--- src/rtl/seven_seg_shift_out.sv ---
// -----------------------------------------------------------------------------
// seven_seg_shift_out
//
// Serialises a 64-bit seven-segment pattern (8 digits x 8 bits, digit 7 in
// bits [63:56]) onto an external shift-register display chain. One frame is
// 64 serial bits, MSB first, followed by a latch pulse on seg_pen. Frames
// are started by a level-sampled request. Holding start high refreshes the
// display continuously, with one idle cycle between frames.
//
// Parameters
//   DIV    : half-period of seg_clk in clk cycles (1..255)
//   INVERT : 1 = shift out ~data (active-low segments), 0 = data unchanged
//
// Ports
//   clk      in   system clock, rising edge
//   rst      in   asynchronous reset, active-low
//   data     in   64-bit segment pattern, sampled only at frame start
//   start    in   frame request, sampled in IDLE
//   busy     out  high while a frame is shifting or latching
//   done     out  one-cycle pulse after the latch completes
//   seg_clk  out  serial shift clock
//   seg_sout out  serial data, data[63] first
//   seg_pen  out  latch enable, high for DIV cycles at frame end
//   seg_clrn out  display chain clear, active-low
//
// Every output comes straight from a flop.
// -----------------------------------------------------------------------------
module seven_seg_shift_out #(
    parameter int unsigned DIV    = 2,
    parameter bit          INVERT = 1'b1
) (
    input  logic        clk,
    input  logic        rst,
    input  logic [63:0] data,
    input  logic        start,
    output logic        busy,
    output logic        done,
    output logic        seg_clk,
    output logic        seg_sout,
    output logic        seg_pen,
    output logic        seg_clrn
);

    typedef enum logic [1:0] {
        ST_IDLE  = 2'd0,
        ST_SHIFT = 2'd1,
        ST_LATCH = 2'd2
    } state_e;

    typedef enum logic {
        PH_LOW  = 1'b0,
        PH_HIGH = 1'b1
    } phase_e;

    // Terminal value of the divider in every phase.
    localparam logic [7:0] DIV_LAST = 8'(DIV - 1);

    // Polarity applied to the captured frame word.
    function automatic logic [63:0] frame_word(input logic [63:0] d);
        return INVERT ? ~d : d;
    endfunction

    state_e      state_q,    state_d;
    phase_e      phase_q,    phase_d;
    logic [63:0] shreg_q,    shreg_d;
    logic [5:0]  bit_cnt_q,  bit_cnt_d;
    logic [7:0]  div_cnt_q,  div_cnt_d;
    logic        busy_q,     busy_d;
    logic        done_q,     done_d;
    logic        seg_clk_q,  seg_clk_d;
    logic        seg_sout_q, seg_sout_d;
    logic        seg_pen_q,  seg_pen_d;
    logic        seg_clrn_q, seg_clrn_d;
    logic [63:0] word_s;

    // Frame word as it would be captured this cycle.
    always_comb begin
        word_s = frame_word(data);
    end

    // Next-state and next-output logic for the IDLE/SHIFT/LATCH sequencer.
    always_comb begin
        state_d    = state_q;
        phase_d    = phase_q;
        shreg_d    = shreg_q;
        bit_cnt_d  = bit_cnt_q;
        div_cnt_d  = div_cnt_q;
        busy_d     = busy_q;
        done_d     = 1'b0;
        seg_clk_d  = seg_clk_q;
        seg_sout_d = seg_sout_q;
        seg_pen_d  = seg_pen_q;
        // Clear is released on the first edge after reset and never re-asserted.
        seg_clrn_d = 1'b1;

        case (state_q)
            ST_IDLE: begin
                busy_d    = 1'b0;
                seg_clk_d = 1'b0;
                seg_pen_d = 1'b0;
                // The seg_clrn_q term ignores start during the first cycle out of reset.
                if (start && seg_clrn_q) begin
                    shreg_d    = word_s;
                    seg_sout_d = word_s[63];
                    bit_cnt_d  = 6'd0;
                    div_cnt_d  = 8'd0;
                    phase_d    = PH_LOW;
                    busy_d     = 1'b1;
                    state_d    = ST_SHIFT;
                end else begin
                    state_d = ST_IDLE;
                end
            end

            ST_SHIFT: begin
                if (div_cnt_q == DIV_LAST) begin
                    div_cnt_d = 8'd0;
                    if (phase_q == PH_LOW) begin
                        // Data has been stable for DIV cycles; raise the shift clock.
                        seg_clk_d = 1'b1;
                        phase_d   = PH_HIGH;
                    end else begin
                        seg_clk_d = 1'b0;
                        phase_d   = PH_LOW;
                        if (bit_cnt_q == 6'd63) begin
                            // Last bit clocked: park data low and open the latch window.
                            seg_sout_d = 1'b0;
                            seg_pen_d  = 1'b1;
                            state_d    = ST_LATCH;
                        end else begin
                            // The next bit appears on the falling edge of seg_clk.
                            shreg_d    = {shreg_q[62:0], 1'b0};
                            seg_sout_d = shreg_q[62];
                            bit_cnt_d  = bit_cnt_q + 6'd1;
                        end
                    end
                end else begin
                    div_cnt_d = div_cnt_q + 8'd1;
                end
            end

            ST_LATCH: begin
                seg_clk_d = 1'b0;
                if (div_cnt_q == DIV_LAST) begin
                    div_cnt_d = 8'd0;
                    seg_pen_d = 1'b0;
                    busy_d    = 1'b0;
                    done_d    = 1'b1;
                    state_d   = ST_IDLE;
                end else begin
                    div_cnt_d = div_cnt_q + 8'd1;
                end
            end

            default: begin
                state_d    = ST_IDLE;
                busy_d     = 1'b0;
                seg_clk_d  = 1'b0;
                seg_sout_d = 1'b0;
                seg_pen_d  = 1'b0;
            end
        endcase
    end

    // State and output registers; reset aborts any frame in progress.
    always_ff @(posedge clk or negedge rst) begin
        if (!rst) begin
            state_q    <= ST_IDLE;
            phase_q    <= PH_LOW;
            shreg_q    <= 64'd0;
            bit_cnt_q  <= 6'd0;
            div_cnt_q  <= 8'd0;
            busy_q     <= 1'b0;
            done_q     <= 1'b0;
            seg_clk_q  <= 1'b0;
            seg_sout_q <= 1'b0;
            seg_pen_q  <= 1'b0;
            seg_clrn_q <= 1'b0;
        end else begin
            state_q    <= state_d;
            phase_q    <= phase_d;
            shreg_q    <= shreg_d;
            bit_cnt_q  <= bit_cnt_d;
            div_cnt_q  <= div_cnt_d;
            busy_q     <= busy_d;
            done_q     <= done_d;
            seg_clk_q  <= seg_clk_d;
            seg_sout_q <= seg_sout_d;
            seg_pen_q  <= seg_pen_d;
            seg_clrn_q <= seg_clrn_d;
        end
    end

    assign busy     = busy_q;
    assign done     = done_q;
    assign seg_clk  = seg_clk_q;
    assign seg_sout = seg_sout_q;
    assign seg_pen  = seg_pen_q;
    assign seg_clrn = seg_clrn_q;

endmodule
--- config.mk ---
export PLATFORM = sky130hd
export DESIGN_NAME = seven_seg_shift_out
export DESIGN_NICKNAME = d
export VERILOG_FILES = /design/src/rtl/seven_seg_shift_out.sv
export SDC_FILE = /design/constraint.sdc
export NUM_CORES = 1
export LEC_CHECK = 0
export BUFFER_PORTS_ARGS = -buffer_cell sky130_fd_sc_hd__buf_2
export CAP_MARGIN = 5
export CORE_ASPECT_RATIO = 0.75
export CORE_MARGIN = 1
export CORE_UTILIZATION = 60
export DETAILED_ROUTE_END_ITERATION = 16
export PLACE_DENSITY = 0.94
export SETUP_SLACK_MARGIN = 0.1
export SLEW_MARGIN = 0
export SYNTH_ARGS = -nofsm -noshare
export SYNTH_HDL_FRONTEND = slang
export SYNTH_SLANG_ARGS = --single-unit
--- constraint.sdc ---
create_clock -name clk -period 3.6 [get_ports clk]
set_input_delay 0.72 -clock clk [delete_from_list [all_inputs] [get_ports clk]]
set_output_delay 0.72 -clock clk [all_outputs]
set_load 0.01 [all_outputs]
==> reports/metrics.yaml <==
status:
  outcome: "finished clean"
place:
  placed_cells_incl_taps: 494
  dpl_wire_length_um: 6110
  io_buffers: 72
  dpl-instance-area_um2: 4420
  routabilityCongestion: 0.840
  dpl_worst_slack_ns: 1.01
die:
  dieArea_um2: 7050
  placementRows: 25
  io-pin-count: 73
  die_h_um: 73.0
  initial_core_util_pct: 63.1
  die_width_um: 96.6
  core_region_area_um2: 6380
drt:
  drt-initial-drc-count: 318
  vias_after_detailed_routing: 3192
  detail_route.wirelength_um: 9220
  drt.antenna.violating_nets: 0
  route.detailed.drc: 0
  drtPass1Iterations: 5
  wl_per_cell_um: 18.1
  vias_per_cell: 6.26
power:
  p_per_area_nw_per_um2: 375
  worst_ir_drop_vdd_mv: 0.209
  p_leak_nw: 2.07
sta:
  hold_viol_final: 0
  finalWorstSetupSlack_ns: 0.953
  final_critical_path_share_of_the_clock_period_pct: 73.5
  timing.final.setup_violations: 0
  final.min_clock_period_ns: 2.65
  maxSlewHeadroom_pct: 31.2
  unrepaired_setup_endpoints_after_global_routing: "no"
  setup_total_negative_slack_ns: 0
  max_freq_mhz: 378
  finalClockSkew_ns: 0.0131
  finalMaxSlewViolations: 0
  max_slew.worst_pin.slew_ns: 1.03
worst_setup_path:
  path_class: "flip-flop to flip-flop"
  timing.critical_path.required_ns: 3.90
  timing.critical_path.fanout_max: 39
  start_kind: "flip-flop"
  kind_of_end_point_of_the_critical_path: "flip-flop"
  arrival_ns: 2.95
logic_synthesis:
  most_numerous_cell_in_the_yosys_netlist: "sky130_fd_sc_hd__dfrtp_1"
  mappedNetlistArea_um2: 4030
  postSynthCellCount: 361
  synth.avg_cell_area_um2: 11.2
  synth_top_cells_by_count: "sky130_fd_sc_hd__dfrtp_1 (85), sky130_fd_sc_hd__nand2_1 (63), sky130_fd_sc_hd__o221a_1 (29)"
  post_synth_main_area_contributors: "sky130_fd_sc_hd__dfrtp_1 (53%), sky130_fd_sc_hd__o221a_1 (8.1%), sky130_fd_sc_hd__o221a_2 (7.0%)"
  ys_ff_latch: 85
  netlist.top_cell.by_area: "sky130_fd_sc_hd__dfrtp_1"
  synth.distinct_cells: 50
  dominantRegCellSynth: "sky130_fd_sc_hd__dfrtp_1"
  synth_enable_flop_cells: 0
  post_synth_net_total: 434
  yosys_warnings: 0
  synth_largest_type_area_fraction_pct: 52.8
  synthArstFlopShare_pct: 100
  share_of_synthesized_area_occupied_by_flip_flops_and_latches_pct: 52.8
layout:
  layout-area-overhead-vs-synth_pct: 15.2
  finalNonFillerCells: 510
  final_core_util_pct: 72.7
  final_net_count: 497
  post-route-cell-area_um2: 4640
  layout.filler_cells: 438
  inserted_diodes: 0
  final_layout_size_suffix_gt1_share_pct: 30.3
clock_network:
  hold_buffers: 0
  cts_post_setup_buffers_inserted: 0
  cts_root_buf: "sky130_fd_sc_hd__clkbuf_8"
  cts_inserted_buffers: 9
  clock_sinks: 85
  post_cts_resize_count: 0
  clk_path_buf_depth: 2
  tritoncts: "built"
  h-tree-depth: 3
  insertion_delay_ns: 0.37
  cts.reportedPaths.clkPinSlew_ns: 0.09
grt:
  global_route_congestion_overflow_total: 0
  grt_util_all_layers_pct: 27.6
  number_of_global_route_vias_before_repair: 3047
  grt_antenna_before_repair: 0
  grt_first_pass_wirelength_um: 15000
  grt_start_max_net_pins: 86
job:
  max-cap-violations: 0
min_path:
  hp-class: "primary input to asynchronous set/reset pin"
[cells by family after synthesis]
logic type / count (synthesis) / synth area share (%)
simple gates: 111 / 12.8
other cells: 1 / 0.0931
flops: 85 / 52.8
compound gates: 114 / 25.7
mux: 4 / 1.03
xor+xnor: 5 / 1.09
buf+inv: 35 / 4.60
fa+ha+maj: 6 / 1.86
[registers in the layout (all words and copies together) (netlist names), 2 cells and up]
| register | count |
|---|---|
| bit_cnt_q | 6 |
| div_cnt_q | 8 |
| state_q | 2 |
| shreg_q | 63 |
[area by class of cell]
class / instances / area, um^2 / area share (%)
Sequential cell: 85 / 2130 / 45.8
Multi-Input combinational cell: 241 / 1740 / 37.5
Timing Repair Buffer: 77 / 413 / 8.90
Clock buffer: 12 / 165 / 3.56
Tap cell: 81 / 101 / 2.18
Clock inverter: 4 / 55.1 / 1.19
Inverter: 10 / 37.5 / 0.809
[per-stage QoR]
| step | hold WS [ns] | power [W] |
|---|---|---|
| floorplan | 0.424 | 0.000975 |
| global placement | 0.489 | 0.00103 |
| detailed placement | 0.492 | 0.00103 |
| CTS | 0.510 | 0.00175 |
| global route | 0.524 | 0.00179 |
| finish | 0.500 | 0.00174 |
[routing by layer]
layer	share of wire, %	up-vias	global-route usage (%)
met5	0	-	0
met4	1.4	0	8.46
met3	6.2	12	7.95
met2	46	131	41.2
met1	46	1562	39.4
li1	-	1487	-
[critical path, stage by stage, from the launching register on]
cell,delay [ns]
sky130_fd_sc_hd__dfrtp_1,0.43
sky130_fd_sc_hd__inv_1,0.10
sky130_fd_sc_hd__ha_1,0.71
sky130_fd_sc_hd__nand4_1,0.15
sky130_fd_sc_hd__buf_4,0.24
sky130_fd_sc_hd__o21ai_4,0.46
sky130_fd_sc_hd__buf_12,0.27
sky130_fd_sc_hd__o221a_2,0.23
[final timing paths]
| path | startpoint | endpoint | slack, ns | depth (start not counted) |
|---|---|---|---|---|
| worst max-delay path | state_q[1]$_DFFE_PN0P_ | shreg_q[25]$_DFFE_PN0P_ | 0.95 | 7 |
| worst min-delay path | rst | div_cnt_q[2]$_DFFE_PN0P_ | 0.50 | 1 |
| worst max register to register | state_q[1]$_DFFE_PN0P_ | shreg_q[25]$_DFFE_PN0P_ | 0.95 | 7 |
| worst min register to register | busy$_DFFE_PN0P_ | busy$_DFFE_PN0P_ | 0.50 | 1 |
| max in group asynchronous | rst | busy$_DFFE_PN0P_ | 2.41 | 1 |
| min in group clk | busy$_DFFE_PN0P_ | busy$_DFFE_PN0P_ | 0.50 | 1 |
[placed cells by master, fill, tap and decap left out, types with 5 or more instances in the layout]
cell type / n
sky130_fd_sc_hd__o21ai_0: 7
sky130_fd_sc_hd__inv_1: 10
sky130_fd_sc_hd__buf_2: 71
sky130_fd_sc_hd__ha_1: 6
sky130_fd_sc_hd__dfrtp_1: 85
sky130_fd_sc_hd__and3_1: 5
sky130_fd_sc_hd__o221a_1: 29
sky130_fd_sc_hd__o32a_1: 6
sky130_fd_sc_hd__clkbuf_8: 12
sky130_fd_sc_hd__o221a_2: 25
sky130_fd_sc_hd__buf_4: 5
sky130_fd_sc_hd__nor2_1: 16
sky130_fd_sc_hd__nand3_1: 8
sky130_fd_sc_hd__nand2_1: 63
sky130_fd_sc_hd__a21oi_1: 17
sky130_fd_sc_hd__o21a_1: 6
[power breakdown]
| part | switching (W) | leakage [nW] | internal (W) | total, W |
|---|---|---|---|---|
| Clock | 0.000347 | 0.109 | 0.000380 | 0.000727 |
| Sequential | 0.000000593 | 1.10 | 0.000954 | 0.000955 |
| Combinational | 0.0000303 | 0.865 | 0.0000262 | 0.0000565 |
Power figures use the tool's default switching activity.
